**src/rtl/ball_motion_pkg.sv**
```systemverilog
// Shared types and playfield defaults for the ball physics block.
package ball_motion_pkg;

    localparam int POSITION_WIDTH = 16;

    typedef logic [POSITION_WIDTH-1:0] pos_t;

    typedef enum logic [1:0] {
        ST_WAIT,
        ST_RUN,
        ST_MISS
    } state_t;

    localparam pos_t DEF_X_MIN = 16'd50;
    localparam pos_t DEF_X_MAX = 16'd1230;
    localparam pos_t DEF_Y_MIN = 16'd50;
    localparam pos_t DEF_Y_MAX = 16'd750;

endpackage

```
**src/rtl/ball_motion_if.sv**
```systemverilog
// Frame inputs and ball state outputs shared between the ball block and its neighbours.
interface ball_motion_if;
    import ball_motion_pkg::*;

    logic       vertical_sync;
    logic       serve;
    pos_t       paddle_x;
    pos_t       paddle_y;
    pos_t       ball_x;
    pos_t       ball_y;
    logic       ball_moving;
    logic       miss_pulse;
    logic [7:0] miss_count;

    modport master (
        output vertical_sync, serve, paddle_x, paddle_y,
        input  ball_x, ball_y, ball_moving, miss_pulse, miss_count
    );

    modport slave (
        input  vertical_sync, serve, paddle_x, paddle_y,
        output ball_x, ball_y, ball_moving, miss_pulse, miss_count
    );

endinterface

```
**src/rtl/ball_motion_axis_step.sv**
```systemverilog
// One-axis step with clamping bounce at the low and high limits.
module ball_motion_axis_step
    import ball_motion_pkg::*;
(
    input  pos_t pos,
    input  logic dir_neg,
    input  pos_t speed,
    input  pos_t lo,
    input  pos_t hi,
    output pos_t next_pos,
    output logic next_dir_neg,
    output logic hit_lo,
    output logic hit_hi
);

    // Limits are tested as pos vs bound+speed so nothing ever wraps below zero.
    always_comb begin
        next_pos     = pos;
        next_dir_neg = dir_neg;
        hit_lo       = 1'b0;
        hit_hi       = 1'b0;
        if (dir_neg) begin
            if (pos <= lo + speed) begin
                next_pos     = lo;
                next_dir_neg = 1'b0;
                hit_lo       = 1'b1;
            end else begin
                next_pos = pos - speed;
            end
        end else begin
            if (pos + speed >= hi) begin
                next_pos     = hi;
                next_dir_neg = 1'b1;
                hit_hi       = 1'b1;
            end else begin
                next_pos = pos + speed;
            end
        end
    end

endmodule

```
**src/rtl/ball_motion.sv**
```systemverilog
// Per-frame ball physics: frame tick, WAIT/RUN/MISS sequencing, paddle and wall bounces, miss counting.
module ball_motion
    import ball_motion_pkg::*;
#(
    parameter pos_t        BALL_RADIUS   = 16'd10,
    parameter pos_t        BALL_SPEED_X  = 16'd4,
    parameter pos_t        BALL_SPEED_Y  = 16'd3,
    parameter pos_t        START_X       = 16'd640,
    parameter pos_t        START_Y       = 16'd400,
    parameter logic        SERVE_DX_NEG  = 1'b0,
    parameter logic        SERVE_DY_NEG  = 1'b0,
    parameter pos_t        X_MIN         = DEF_X_MIN,
    parameter pos_t        X_MAX         = DEF_X_MAX,
    parameter pos_t        Y_MIN         = DEF_Y_MIN,
    parameter pos_t        Y_MAX         = DEF_Y_MAX,
    parameter pos_t        PADDLE_WIDTH  = 16'd20,
    parameter pos_t        PADDLE_LENGTH = 16'd200,
    parameter int unsigned MISS_FRAMES   = 60,
    parameter logic        VSYNC_ACTIVE  = 1'b0
) (
    input  logic pixel_clock,
    input  logic reset_n,
    ball_motion_if.slave bus
);

    // One below the wall so the shared low-limit test becomes the strict miss test.
    localparam pos_t X_LO_MISS = X_MIN + BALL_RADIUS - 16'd1;
    localparam pos_t X_LO      = X_MIN + BALL_RADIUS;
    localparam pos_t X_HI      = X_MAX - BALL_RADIUS;
    localparam pos_t Y_LO      = Y_MIN + BALL_RADIUS;
    localparam pos_t Y_HI      = Y_MAX - BALL_RADIUS;
    localparam pos_t LAST_FRAME = pos_t'(MISS_FRAMES - 1);

    state_t     state, state_n;
    pos_t       x_pos, x_pos_n, y_pos, y_pos_n;
    pos_t       frame_cnt, frame_cnt_n;
    logic       dx_neg, dx_neg_n, dy_neg, dy_neg_n;
    logic [7:0] miss_cnt, miss_cnt_n;
    logic       miss_pulse, miss_pulse_n;
    logic       sync_q, tick;

    pos_t x_step, y_step, paddle_face;
    logic x_dir_step, y_dir_step, x_hit_lo, x_hit_hi, y_hit_lo, y_hit_hi;
    logic paddle_hit;
    logic unused_hits;

    ball_motion_axis_step x_axis (
        .pos          (x_pos),
        .dir_neg      (dx_neg),
        .speed        (BALL_SPEED_X),
        .lo           (X_LO_MISS),
        .hi           (X_HI),
        .next_pos     (x_step),
        .next_dir_neg (x_dir_step),
        .hit_lo       (x_hit_lo),
        .hit_hi       (x_hit_hi)
    );

    ball_motion_axis_step y_axis (
        .pos          (y_pos),
        .dir_neg      (dy_neg),
        .speed        (BALL_SPEED_Y),
        .lo           (Y_LO),
        .hi           (Y_HI),
        .next_pos     (y_step),
        .next_dir_neg (y_dir_step),
        .hit_lo       (y_hit_lo),
        .hit_hi       (y_hit_hi)
    );

    assign unused_hits = ^{x_hit_hi, y_hit_lo, y_hit_hi};

    assign paddle_face = bus.paddle_x + PADDLE_WIDTH + BALL_RADIUS;
    assign paddle_hit  = dx_neg
                      && (x_pos >= paddle_face)
                      && (x_pos <= paddle_face + BALL_SPEED_X)
                      && (bus.paddle_y <= y_pos + BALL_RADIUS)
                      && (y_pos <= bus.paddle_y + PADDLE_LENGTH + BALL_RADIUS);

    always_ff @(posedge pixel_clock) begin
        if (!reset_n) begin
            sync_q     <= ~VSYNC_ACTIVE;
            tick       <= 1'b0;
            state      <= ST_WAIT;
            x_pos      <= START_X;
            y_pos      <= START_Y;
            dx_neg     <= SERVE_DX_NEG;
            dy_neg     <= SERVE_DY_NEG;
            frame_cnt  <= '0;
            miss_cnt   <= '0;
            miss_pulse <= 1'b0;
        end else begin
            sync_q     <= bus.vertical_sync;
            tick       <= (bus.vertical_sync == VSYNC_ACTIVE) && (sync_q != VSYNC_ACTIVE);
            state      <= state_n;
            x_pos      <= x_pos_n;
            y_pos      <= y_pos_n;
            dx_neg     <= dx_neg_n;
            dy_neg     <= dy_neg_n;
            frame_cnt  <= frame_cnt_n;
            miss_cnt   <= miss_cnt_n;
            miss_pulse <= miss_pulse_n;
        end
    end

    always_comb begin
        state_n      = state;
        x_pos_n      = x_pos;
        y_pos_n      = y_pos;
        dx_neg_n     = dx_neg;
        dy_neg_n     = dy_neg;
        frame_cnt_n  = frame_cnt;
        miss_cnt_n   = miss_cnt;
        miss_pulse_n = 1'b0;
        case (state)
            ST_WAIT: begin
                x_pos_n = START_X;
                y_pos_n = START_Y;
                if (tick && bus.serve) begin
                    state_n = ST_RUN;
                end
            end
            ST_RUN: begin
                if (tick) begin
                    y_pos_n  = y_step;
                    dy_neg_n = y_dir_step;
                    if (!dx_neg) begin
                        x_pos_n  = x_step;
                        dx_neg_n = x_dir_step;
                    end else if (paddle_hit) begin
                        x_pos_n  = paddle_face;
                        dx_neg_n = 1'b0;
                    end else if (x_hit_lo) begin
                        x_pos_n      = X_LO;
                        miss_pulse_n = 1'b1;
                        miss_cnt_n   = (miss_cnt == 8'hFF) ? miss_cnt : miss_cnt + 8'd1;
                        frame_cnt_n  = '0;
                        state_n      = ST_MISS;
                    end else begin
                        x_pos_n = x_step;
                    end
                end
            end
            ST_MISS: begin
                if (tick) begin
                    if (frame_cnt == LAST_FRAME) begin
                        x_pos_n     = START_X;
                        y_pos_n     = START_Y;
                        dx_neg_n    = SERVE_DX_NEG;
                        dy_neg_n    = SERVE_DY_NEG;
                        frame_cnt_n = '0;
                        state_n     = ST_WAIT;
                    end else begin
                        frame_cnt_n = frame_cnt + 16'd1;
                    end
                end
            end
            default: state_n = ST_WAIT;
        endcase
    end

    assign bus.ball_x      = x_pos;
    assign bus.ball_y      = y_pos;
    assign bus.ball_moving = (state == ST_RUN);
    assign bus.miss_pulse  = miss_pulse;
    assign bus.miss_count  = miss_cnt;

endmodule

```
**src/flat_wrapper.sv**
```systemverilog
// flat-port wrapper written by rule: the top's interface ports become plain ports
module ball_motion_flat import ball_motion_pkg::*;
#(
    parameter pos_t        BALL_RADIUS   = 16'd10,
    parameter pos_t        BALL_SPEED_X  = 16'd4,
    parameter pos_t        BALL_SPEED_Y  = 16'd3,
    parameter pos_t        START_X       = 16'd640,
    parameter pos_t        START_Y       = 16'd400,
    parameter logic        SERVE_DX_NEG  = 1'b0,
    parameter logic        SERVE_DY_NEG  = 1'b0,
    parameter pos_t        X_MIN         = DEF_X_MIN,
    parameter pos_t        X_MAX         = DEF_X_MAX,
    parameter pos_t        Y_MIN         = DEF_Y_MIN,
    parameter pos_t        Y_MAX         = DEF_Y_MAX,
    parameter pos_t        PADDLE_WIDTH  = 16'd20,
    parameter pos_t        PADDLE_LENGTH = 16'd200,
    parameter int unsigned MISS_FRAMES   = 60,
    parameter logic        VSYNC_ACTIVE  = 1'b0
)
  (pixel_clock, reset_n, bus_vertical_sync, bus_serve, bus_paddle_x, bus_paddle_y, bus_ball_x, bus_ball_y, bus_ball_moving, bus_miss_pulse, bus_miss_count);
  ball_motion_if bus_i ();
  input  logic pixel_clock;
  input  logic reset_n;
  input wire logic [$bits(bus_i.vertical_sync)-1:0] bus_vertical_sync;
  input wire logic [$bits(bus_i.serve)-1:0] bus_serve;
  input wire logic [$bits(bus_i.paddle_x)-1:0] bus_paddle_x;
  input wire logic [$bits(bus_i.paddle_y)-1:0] bus_paddle_y;
  output wire logic [$bits(bus_i.ball_x)-1:0] bus_ball_x;
  output wire logic [$bits(bus_i.ball_y)-1:0] bus_ball_y;
  output wire logic [$bits(bus_i.ball_moving)-1:0] bus_ball_moving;
  output wire logic [$bits(bus_i.miss_pulse)-1:0] bus_miss_pulse;
  output wire logic [$bits(bus_i.miss_count)-1:0] bus_miss_count;
  assign bus_i.vertical_sync = bus_vertical_sync;
  assign bus_i.serve = bus_serve;
  assign bus_i.paddle_x = bus_paddle_x;
  assign bus_i.paddle_y = bus_paddle_y;
  assign bus_ball_x = bus_i.ball_x;
  assign bus_ball_y = bus_i.ball_y;
  assign bus_ball_moving = bus_i.ball_moving;
  assign bus_miss_pulse = bus_i.miss_pulse;
  assign bus_miss_count = bus_i.miss_count;
  ball_motion #(.BALL_RADIUS(BALL_RADIUS), .BALL_SPEED_X(BALL_SPEED_X), .BALL_SPEED_Y(BALL_SPEED_Y), .START_X(START_X), .START_Y(START_Y), .SERVE_DX_NEG(SERVE_DX_NEG), .SERVE_DY_NEG(SERVE_DY_NEG), .X_MIN(X_MIN), .X_MAX(X_MAX), .Y_MIN(Y_MIN), .Y_MAX(Y_MAX), .PADDLE_WIDTH(PADDLE_WIDTH), .PADDLE_LENGTH(PADDLE_LENGTH), .MISS_FRAMES(MISS_FRAMES), .VSYNC_ACTIVE(VSYNC_ACTIVE)) u_core (.pixel_clock(pixel_clock), .reset_n(reset_n), .bus(bus_i));
endmodule
```
**config.mk**
```make
export PLATFORM = sky130hd
export DESIGN_NAME = ball_motion_flat
export DESIGN_NICKNAME = d
export VERILOG_FILES = /design/src/rtl/ball_motion_pkg.sv /design/src/rtl/ball_motion_if.sv /design/src/rtl/ball_motion_axis_step.sv /design/src/rtl/ball_motion.sv /design/src/flat_wrapper.sv
export SDC_FILE = /design/constraint.sdc
export NUM_CORES = 1
export LEC_CHECK = 0
export ABC_AREA = 1
export ABC_CLOCK_PERIOD_IN_PS = 3700
export BUFFER_PORTS_ARGS = -buffer_cell sky130_fd_sc_hd__buf_2
export CAP_MARGIN = 30
export CORE_ASPECT_RATIO = 0.5
export CORE_MARGIN = 3
export CORE_UTILIZATION = 58
export CTS_CLUSTER_DIAMETER = 150
export DETAILED_ROUTE_END_ITERATION = 6
export PLACE_DENSITY_LB_ADDON = 0.1
export SLEW_MARGIN = 20
export SYNTH_ARGS = -nofsm -noshare
export SYNTH_HDL_FRONTEND = slang
export SYNTH_HIERARCHICAL = 1
export SYNTH_SLANG_ARGS = --single-unit
```
**constraint.sdc**
```tcl
create_clock -name pixel_clock -period 3.7 [get_ports pixel_clock]
set_input_delay 0.74 -clock pixel_clock [delete_from_list [all_inputs] [get_ports pixel_clock]]
set_output_delay 0.74 -clock pixel_clock [all_outputs]
set_load 0.005 [all_outputs]
```
Yosys cells after proc, flatten, opt, wreduce, memory -nomap -nowiden
Index checks and enable logic that the tools add are counted. Widths: inputs -> output; s select.

Add/sub/neg operators: 12. Multipliers: 0. Div/mod/pow operators: 0. $lt $le $gt $ge: 8. Equal/unequal tests: 11. Shift operators: 0. Muxes and demuxes: 47. Bitwise logic cells: 7. Reduce and logical (&&, ||, !) cells: 15.

Operators with widths (count): $mux 16 (21); $pmux 16 s3 (2); $add 16x4->16 const B (3); $le 16x16->1 (3); $add 16x3->16 const B (2); $le 16x6->1 const B (2); $pmux 16 s2 (1); $add 16x1->16 const B (1); $add 16x2->16 const B (1); $add 16x5->16 const B (1); $add 16x8->16 const B (1); $eq 16x6->1 const B (1); $ge 16x10->1 const B (1); $ge 16x11->1 const B (1); $ge 16x16->1 (1); $sub 16x2->16 const B (1); $sub 16x3->16 const B (1); $mux 2 (7); $mux 1 (13); $ne 2x1->1 const B (6); $reduce_and 6->1 (2); $add 8x1->8 const B (1); $eq 8x8->1 const B (1); $reduce_and 4->1 (2); 12 further kinds (24).

Register bits: 63. Bits in latches: 0. RAM bits: 0. Bits in read-only memories: 0. Input bits: 36. Output and inout port bits: 42. Word-level logic and storage cells: 110. Memories kept: 0.

Logic depth before layout (Yosys ltp)
Gate-level depths: netlist (run 1).

Depth in word-level cells: 11. Gate-level depth with buffers: 31. Gate-level depth less buffers: 29.

Hierarchy
Netlist (run 1), hierarchy kept.

Modules (own cells, without submodules): ball_motion (times used 1, cells each 900, area an instance 5845.6 um^2); ball_motion_axis_step at u_core.y_axis (times used 1, cells each 733, area an instance 4040.1 um^2); ball_motion_axis_step at u_core.x_axis (times used 1, cells each 717, area an instance 3977.6 um^2).

Worst setup path before layout (run 1)
No wires, ideal clock.

Path type: input -> register. From: input port bus_paddle_x[1]. To: register u_core.frame_cnt[11]. Data arrival time: 3.501 ns. Data required time: 3.588 ns. Setup slack: 0.088 ns. Stages on the path: 21. Path buffers: 1. Path through: inv_1 ha_1 a21oi_1 xor2_1 nand2_2 nor3_2 nand3_1 xor2_1 ha_1 nand2_1 inv_1 nand3_1 nor3_1 nand2_1 a21oi_2 nor2_8 nand3_4 buf_2 nand3_1 nand2_1 nor2_1.

Cells in the longest elaborated chain, start to end: 9.

RTL lines: start: declaration (RTL line flat_wrapper.sv:26) `input wire logic [$bits(bus_i.paddle_x)-1:0] bus_paddle_x;`; $add 16x5->16 (*) (RTL line ball_motion.sv:73) `assign paddle_face = bus.paddle_x + PADDLE_WIDTH + BALL_RADIUS;`; $add 16x4->16 (*) (RTL line ball_motion.sv:73); $add 16x3->16 / $ge 16x16->1 (equally long branches) (RTL line ball_motion.sv:76, ball_motion.sv:75); $le 16x16->1 / $logic_and 1x1->1 (equally long branches) (RTL line ball_motion.sv:76, ball_motion.sv:75); $logic_and 1x1->1 (*) (RTL line ball_motion.sv:76) `&& (x_pos <= paddle_face + BALL_SPEED_X)`; $logic_and 1x1->1 (*) (RTL line ball_motion.sv:77) `&& (bus.paddle_y <= y_pos + BALL_RADIUS)`; $logic_and 1x1->1 (*) (RTL line ball_motion.sv:78) `&& (y_pos <= bus.paddle_y + PADDLE_LENGTH + BALL_RADIUS);`; $ne 2x2->1 (no line) (*); $reduce_and 6->1 (no line) (*); end signal: assignment (RTL line ball_motion.sv:100) `frame_cnt <= frame_cnt_n;`; end: declaration (RTL line ball_motion.sv:36) `pos_t frame_cnt, frame_cnt_n;`.

Every way passes the cells marked *; elsewhere a longest branch is shown, timed or not. A chain may end at the register's enable or synchronous reset.

Worst setup path after layout (run 1)
From: input port bus_paddle_x[1]. To: register u_core.frame_cnt[13].

The elaborated chain is that of the path after synthesis.

==> results of run 1 <==
==> final cells by class <==
type                            instances  area, um^2  share of cell area (%)
Clock inverter                          7       127.6                  0.7850
Inverter                              365        1375                   8.458
Tap cell                              307       384.1                   2.363
Sequential cell                        63        1265                   7.781
Timing Repair Buffer                  174        1126                   6.927
Clock buffer                            9       225.2                   1.385
Multi-Input combinational cell       2056       11750                   72.30
==> final timing paths <==
path / end / depth (start not counted)
max: u_core/frame_cnt[13] / 24
min: u_core/tick / 2
max reg2reg: u_core/bus.ball_x[14] / 21
min reg2reg: u_core/tick / 2
==> layout by cell type, fill, tap and decap left out, drive strengths merged <==
cell      n
nor2    189
o21ai    65
a22oi    14
clkbuf    9
buf     174
o22ai     3
xor2     72
o211ai    1
dfxtp    63
nand4    36
and3      2
nor4b     1
xnor2    29
a21boi    2
a21oi   171
conb    198
nand2   701
or2       6
nor3     34
a211oi    1
and2      8
bufinv    3
nand3b    5
inv     364
a21o     15
nor4      5
o21bai   11
fa        6
o31ai     4
a31oi     1
nand3   252
nor3b     3
clkinv    5
ha      221
==> critical path, cell delays in order <==
cell	delay, ps
buf_2	110
inv_1	130
buf_4	150
nand3_2	120
nand2_2	120
inv_1	90
nor3_4	160
nand2_2	110
nor3_4	230
nand3_2	120
xor2_1	170
ha_1	310
nand2_1	60
inv_1	80
nand3_2	120
nor3_2	130
nand2_1	110
a21oi_4	220
nor2_8	60
nand3_4	90
nand2_4	80
buf_4	160
nor2_1	100
nor2_1	50
==> per-stage QoR <==
step | total power (uW) | setup slack (ps) | utilization [%] | cells
global route | 8245 | -88.20 | 70.29 | 2981
finish | 7501 | 89.26 | 70.29 | 2981
CTS | 7229 | 49.88 | 69.43 | 2981
floorplan | 4871 | 87.93 | - | 2543
global placement | 6086 | -74.39 | 67.88 | 2965
detailed placement | 6158 | -171.9 | 67.88 | 2965
==> flip-flops by register name (all words and copies together), names as in the netlist, 2 cells and up <==
signal / count
u_core/bus.ball_x: 16
u_core/bus.miss_count: 8
u_core/bus.ball_y: 16
u_core/state: 2
u_core/frame_cnt: 16
==> power by group <==
| group | switching [uW] | total, uW | internal (uW) |
|---|---|---|---|
| Combinational | 3540 | 5520 | 1980 |
| Sequential | 143 | 948 | 804 |
| Clock | 365 | 1030 | 669 |
==> metal layers <==
layer | part of all wire [%] | vias up | GRT usage [%]
met3 | 6.8 | 63 | 2.806
met1 | 46 | 6859 | 40.37
li1 | - | 8007 | -
met4 | 1.7 | 0 | 6.342
met5 | 0 | - | 0
met2 | 46 | 532 | 53.88
==> timing repair <==
| item | CTS | global route |
|---|---|---|
| pin swaps | 0 | 7 |
| hold endpoints to repair | 0 | 0 |
| endpoints found under the setup margin | 19 | 46 |
| gates resized for setup | 1 | 49 |
| buffers inserted | 0 | 0 |
==> metrics.md, run 1 <==
| Metric | Value |
|---|---|
| Number of hold buffers added after cts | `0` |
| Die height | `115.3 um` |
| Final HPWL DP | `31550 um` |
| Power per Cell Area | `around 460 nW/um^2` |
| R2R Path Start | `u_core/bus.ball_y[2]` |
| Critical-path maximum fanout | `5` |
| Total Routed Length | `between 30000 and 40000 um` |
| Core area | `between 20000 and 25000 um^2` |
| Ports | `78` |
| Total die area | `25880 um^2` |
| YS warnings | `6` |
| Slew HR | `a little over half` |
| Area after DPL | `15700 um^2` |
| # setup viols final | `0` |
| Worst hold path class | `flop to flop` |
| CTS Buffer Depth | `2` |
| Number of DRC markers in iteration 0 | `1564` |
| Max Cap Viol | `0` |
| Worst hold margin | `425.5 ps` |
| CP startpoint | `bus_paddle_x[1]` |
| R2R Setup Slk | `210 ps` |
| Setup_tns | `0 ps` |
| Number of global-route vias before repair | `13950` |
| Layout overhead on the synthesized area | `17.37%` |
| Routability cong. | `0.9665` |
| Post-Syn Instances | `2347` |
| CTS root buf | `clkbuf_16` |
| Fmax achieved | `277.0 MHz` |
| Crit start category | `input port` |
| Total CTS buffers | `9` |
| Least-Margin Pin Slew | `688.9 ps` |
| Vias per inst | `5.187` |
| Port bufs | `77` |
| Largest net degree at the start of global routing | `32` |
| Starting Density | `59.88%` |
| Clock Skew | `9.540 ps` |
| CTS tree | `built` |
| Final Hold Viols | `0` |
| Post-route minimum period | `~3600 ps` |
| Initial antenna violation count | `0` |
| Worst setup EP type | `flop` |
| Mean Syn Cell Area | `5.901 um^2` |
| Final slew viol count | `0` |
| Fin crit share | `between 90 and 100%` |
| Die Wd | `224.5 um` |
| Layout cells sized above 1 | `11.52%` |
| Row cnt | `39` |
| DRC Markers | `0` |
| Crit Path Category | `input port to flop` |
| Total GRT Usage | `30.29%` |
| Routed wire per std cell | `13.22 um` |
| Clock transition at path regs | `60 ps` |
| Sink Count | `63` |
| NumNets Final | `2932` |
| WP data required | `roughly 3900 ps` |
| First-pass GRT wire length | `65450 um` |
| Detail Route Antenna Nets | `0` |
| Cell Area, Synth | `13850 um^2` |
| Max IR drop VDD | `291.2 uV` |
| Worst EP arrival | `around 3900 ps` |
| Pre-antenna DRT Iters | `6` |
| Htree depth | `3` |
| Vias | `15460` |
| Finished Cell Area | `16260 um^2` |
| N_diodes | `0` |
| HP Start | `u_core/sync_q` |
| P_leak | `0.009180 uW` |
| # fillers | `2234` |
| Run status | `complete, no violations` |
| Worst-Skew Late Latency | `340 ps` |
| GR Overflow Total | `0` |
No activity file was read; power rests on OpenSTA's default activity.
==> run 2: changes to the inputs <==
Settings changed: CORE_UTILIZATION 58 to 59, CTS_BUF_LIST from default to sky130_fd_sc_hd__clkbuf_8, REMOVE_ABC_BUFFERS from default to 1.
==> metrics.md, run 2 (synthesized netlist as in run 1, its figures left out) <==
| Metric | Value |
|---|---|
| Layout cells sized above 1 | `11.57% (was 11.52%)` |
| Max Cap Viol | `0 (unchanged)` |
| Routed wire per std cell | `12.73 um (was 13.22 um)` |
| CP startpoint | `bus_paddle_x[1] (unchanged)` |
| Starting Density | `61.98% (was 59.88%)` |
| Slew HR | `58.10% (was 54.02%)` |
| Fmax achieved | `285.1 MHz (was 277.0 MHz)` |
| Initial antenna violation count | `0 (unchanged)` |
| Setup_tns | `0 ps (unchanged)` |
| M2 GR Usage | `50.63% (was 53.88%)` |
| Number of global-route vias before repair | `13930 (was 13950)` |
| Critical-path maximum fanout | `8 (was 5)` |
| Port bufs | `77 (unchanged)` |
| Clock Skew | `16.55 ps (was 9.540 ps)` |
| Layout overhead on the synthesized area | `16.84% (was 17.37%)` |
| Final Hold Viols | `0 (unchanged)` |
| CTS tree | `built (unchanged)` |
| Fin crit share | `94.78% (was 97.59%)` |
| First-pass GRT wire length | `63600 um (was 65450 um)` |
| Die Wd | `222.7 um (was 224.5 um)` |
| Final slew viol count | `0 (unchanged)` |
| Total Routed Length | `38050 um (was 39420 um)` |
| Row cnt | `38 (was 39)` |
| M3 GR Usage | `4.969% (was 2.806%)` |
| Total GRT Usage | `29.55% (was 30.29%)` |
| WP data required | `3950 ps (was 3930 ps)` |
| Total CTS buffers | `9 (unchanged)` |
| Number of DRC markers in iteration 0 | `1148 (was 1564)` |
| Vias | `15340 (was 15460)` |
| Total die area | `25460 um^2 (was 25880 um^2)` |
| Core area | `22350 um^2 (was 23130 um^2)` |
| Worst setup EP type | `flop (unchanged)` |
| Die height | `114.3 um (was 115.3 um)` |
| P_leak | `0.009190 uW (was 0.009180 uW)` |
| Ports | `78 (unchanged)` |
| Number of hold buffers added after cts | `0 (unchanged)` |
| Pre-antenna DRT Iters | `5 (was 6)` |
| Crit start category | `input port (unchanged)` |
| Worst hold margin | `416.2 ps (was 425.5 ps)` |
| Core Util, Final | `72.42% (was 70.29%)` |
| RSZ-0062 raised after global routing | `true` |
| Worst EP arrival | `3760 ps (was 3850 ps)` |
| Max incr delay on CP | `280 ps (was 310 ps)` |
| DRC Markers | `0 (unchanged)` |
| Least-Margin Pin Slew | `624.6 ps (was 688.9 ps)` |
| N_diodes | `0 (unchanged)` |
| Worst-path cell chain | `buf_2 > inv_1 > ha_1 > nand2_1 > nand3_1 > xor2_1 > inv_1 > nand2_1 > nor3_2 > nand4_1 > nand2_1 > inv_1 > ha_1 > nand2_1 > nor2_2 > nor3b_4 > a21oi_4 > nor2_8 > nand2_4 > nand2_2 > inv_2 > nor2_1 > nor2_1 (was buf_2 > inv_1 > buf_4 > nand3_2 > nand2_2 > inv_1 > nor3_4 > nand2_2 > nor3_4 > nand3_2 > xor2_1 > ha_1 > nand2_1 > inv_1 > nand3_2 > nor3_2 > nand2_1 > a21oi_4 > nor2_8 > nand3_4 > nand2_4 > buf_4 > nor2_1 > nor2_1)` |
| Most common cell after layout, fill and taps aside | `nand2_1 (unchanged)` |
| R2R Path Start | `u_core/bus.ball_x[4] (was u_core/bus.ball_y[2])` |
| Most Crowded Layer GR | `met2 (unchanged)` |
| Clock transition at path regs | `70 ps (was 60 ps)` |
| Largest net degree at the start of global routing | `33 (was 32)` |
| Worst-Skew Late Latency | `360 ps (was 340 ps)` |
| Worst hold path class | `flop to flop (unchanged)` |
| Worst path slowest cell | `ha_1 (unchanged)` |
| Power per Cell Area | `431.0 nW/um^2 (was 461.4 nW/um^2)` |
| GR Overflow Total | `0 (unchanged)` |
| CTS root buf | `clkbuf_8 (was clkbuf_16)` |
| Overall power | `6974 uW (was 7501 uW)` |
| Most frequent CP cell | `nand2_1` |
| Sink Count | `63 (unchanged)` |
| Final HPWL DP | `30790 um (was 31550 um)` |
| Routability cong. | `0.9722 (was 0.9665)` |
| Post-route minimum period | `3507 ps (was 3611 ps)` |
| Detail Route Antenna Nets | `0 (unchanged)` |
| Slack of the critical path | `193.0 ps (was 89.26 ps)` |
| Crit Path Category | `input port to flop (unchanged)` |
| CTS Buffer Depth | `2 (unchanged)` |
| Htree depth | `3 (unchanged)` |
| Max IR drop VDD | `197.6 uV (was 291.2 uV)` |
| NumNets Final | `2947 (was 2932)` |
| # setup viols final | `0 (unchanged)` |
| HP Start | `u_core/sync_q (unchanged)` |
| Met1 Track Usage GR | `38.64% (was 40.37%)` |
| Run status | `complete, no violations (unchanged)` |
| Vias per inst | `5.133 (was 5.187)` |
| Most frequent cells in the layout | `nand2_1 (683), inv_1 (345), nand3_1 (244), ha_1 (219), conb_1 (198) (was nand2_1 (681), inv_1 (346), nand3_1 (242), ha_1 (218), conb_1 (198))` |
| DP Worst Slack | `-202.2 ps (was -171.9 ps)` |
-- run 2: area by class of cell --
class	count	area, um^2
tap	300	375.4
sequential	63	1262
fill	2058	6163
inverter	365	1373
clock inverter	6	61.31
multi-input combinational	2056	11730
clock buffer	9	123.9
timing repair buffer	189	1262
-- run 2: where the power goes --
part,leakage (uW),total [uW],internal [uW],switching [uW]
registers,0.000512,951,803,148
logic,0.00858,5430,1970,3460
clock network,0.0000953,596,306,290
total,0.00919,6970,3080,3900
-- run 2: worst max-delay path: cells and delay by family --
kind	cells	cell delay [ps]
AO/OA/AOI/OAI	1	70
AND/OR/NAND/NOR	14	1910
XOR/XNOR	1	190
adder cells (fa/ha/maj)	2	510
buffers and inverters	5	340
-- run 2: worst paths after layout --
kind / endpoint / slack, ps / depth (start not counted)
max reg2reg: u_core/bus.ball_x[4] / 250 / 22
min reg2reg: u_core/tick / 420 / 2
max: u_core/bus.miss_count[1] / 190 / 23
min: u_core/tick / 420 / 2
-- run 2: per-stage QoR --
step,std cells,instance area [um^2]
finish,2988,16180
CTS,2985,15970
global placement,2970,15780
detailed placement,2970,15780
floorplan,2484,14190
global route,2988,16180
-- run 2: repair_timing --
item | in CTS | in global routing
setup buffers | 0 | 3
gates resized for setup | 0 | 44
endpoints found under the setup margin | 0 | 60
-- run 2: layer usage --
layer | share of wire (%) | up-vias
met2 | 45 | 470
met5 | 0 | -
met3 | 7.1 | 70
met1 | 46 | 6746
li1 | - | 8050
met4 | 2.4 | 0
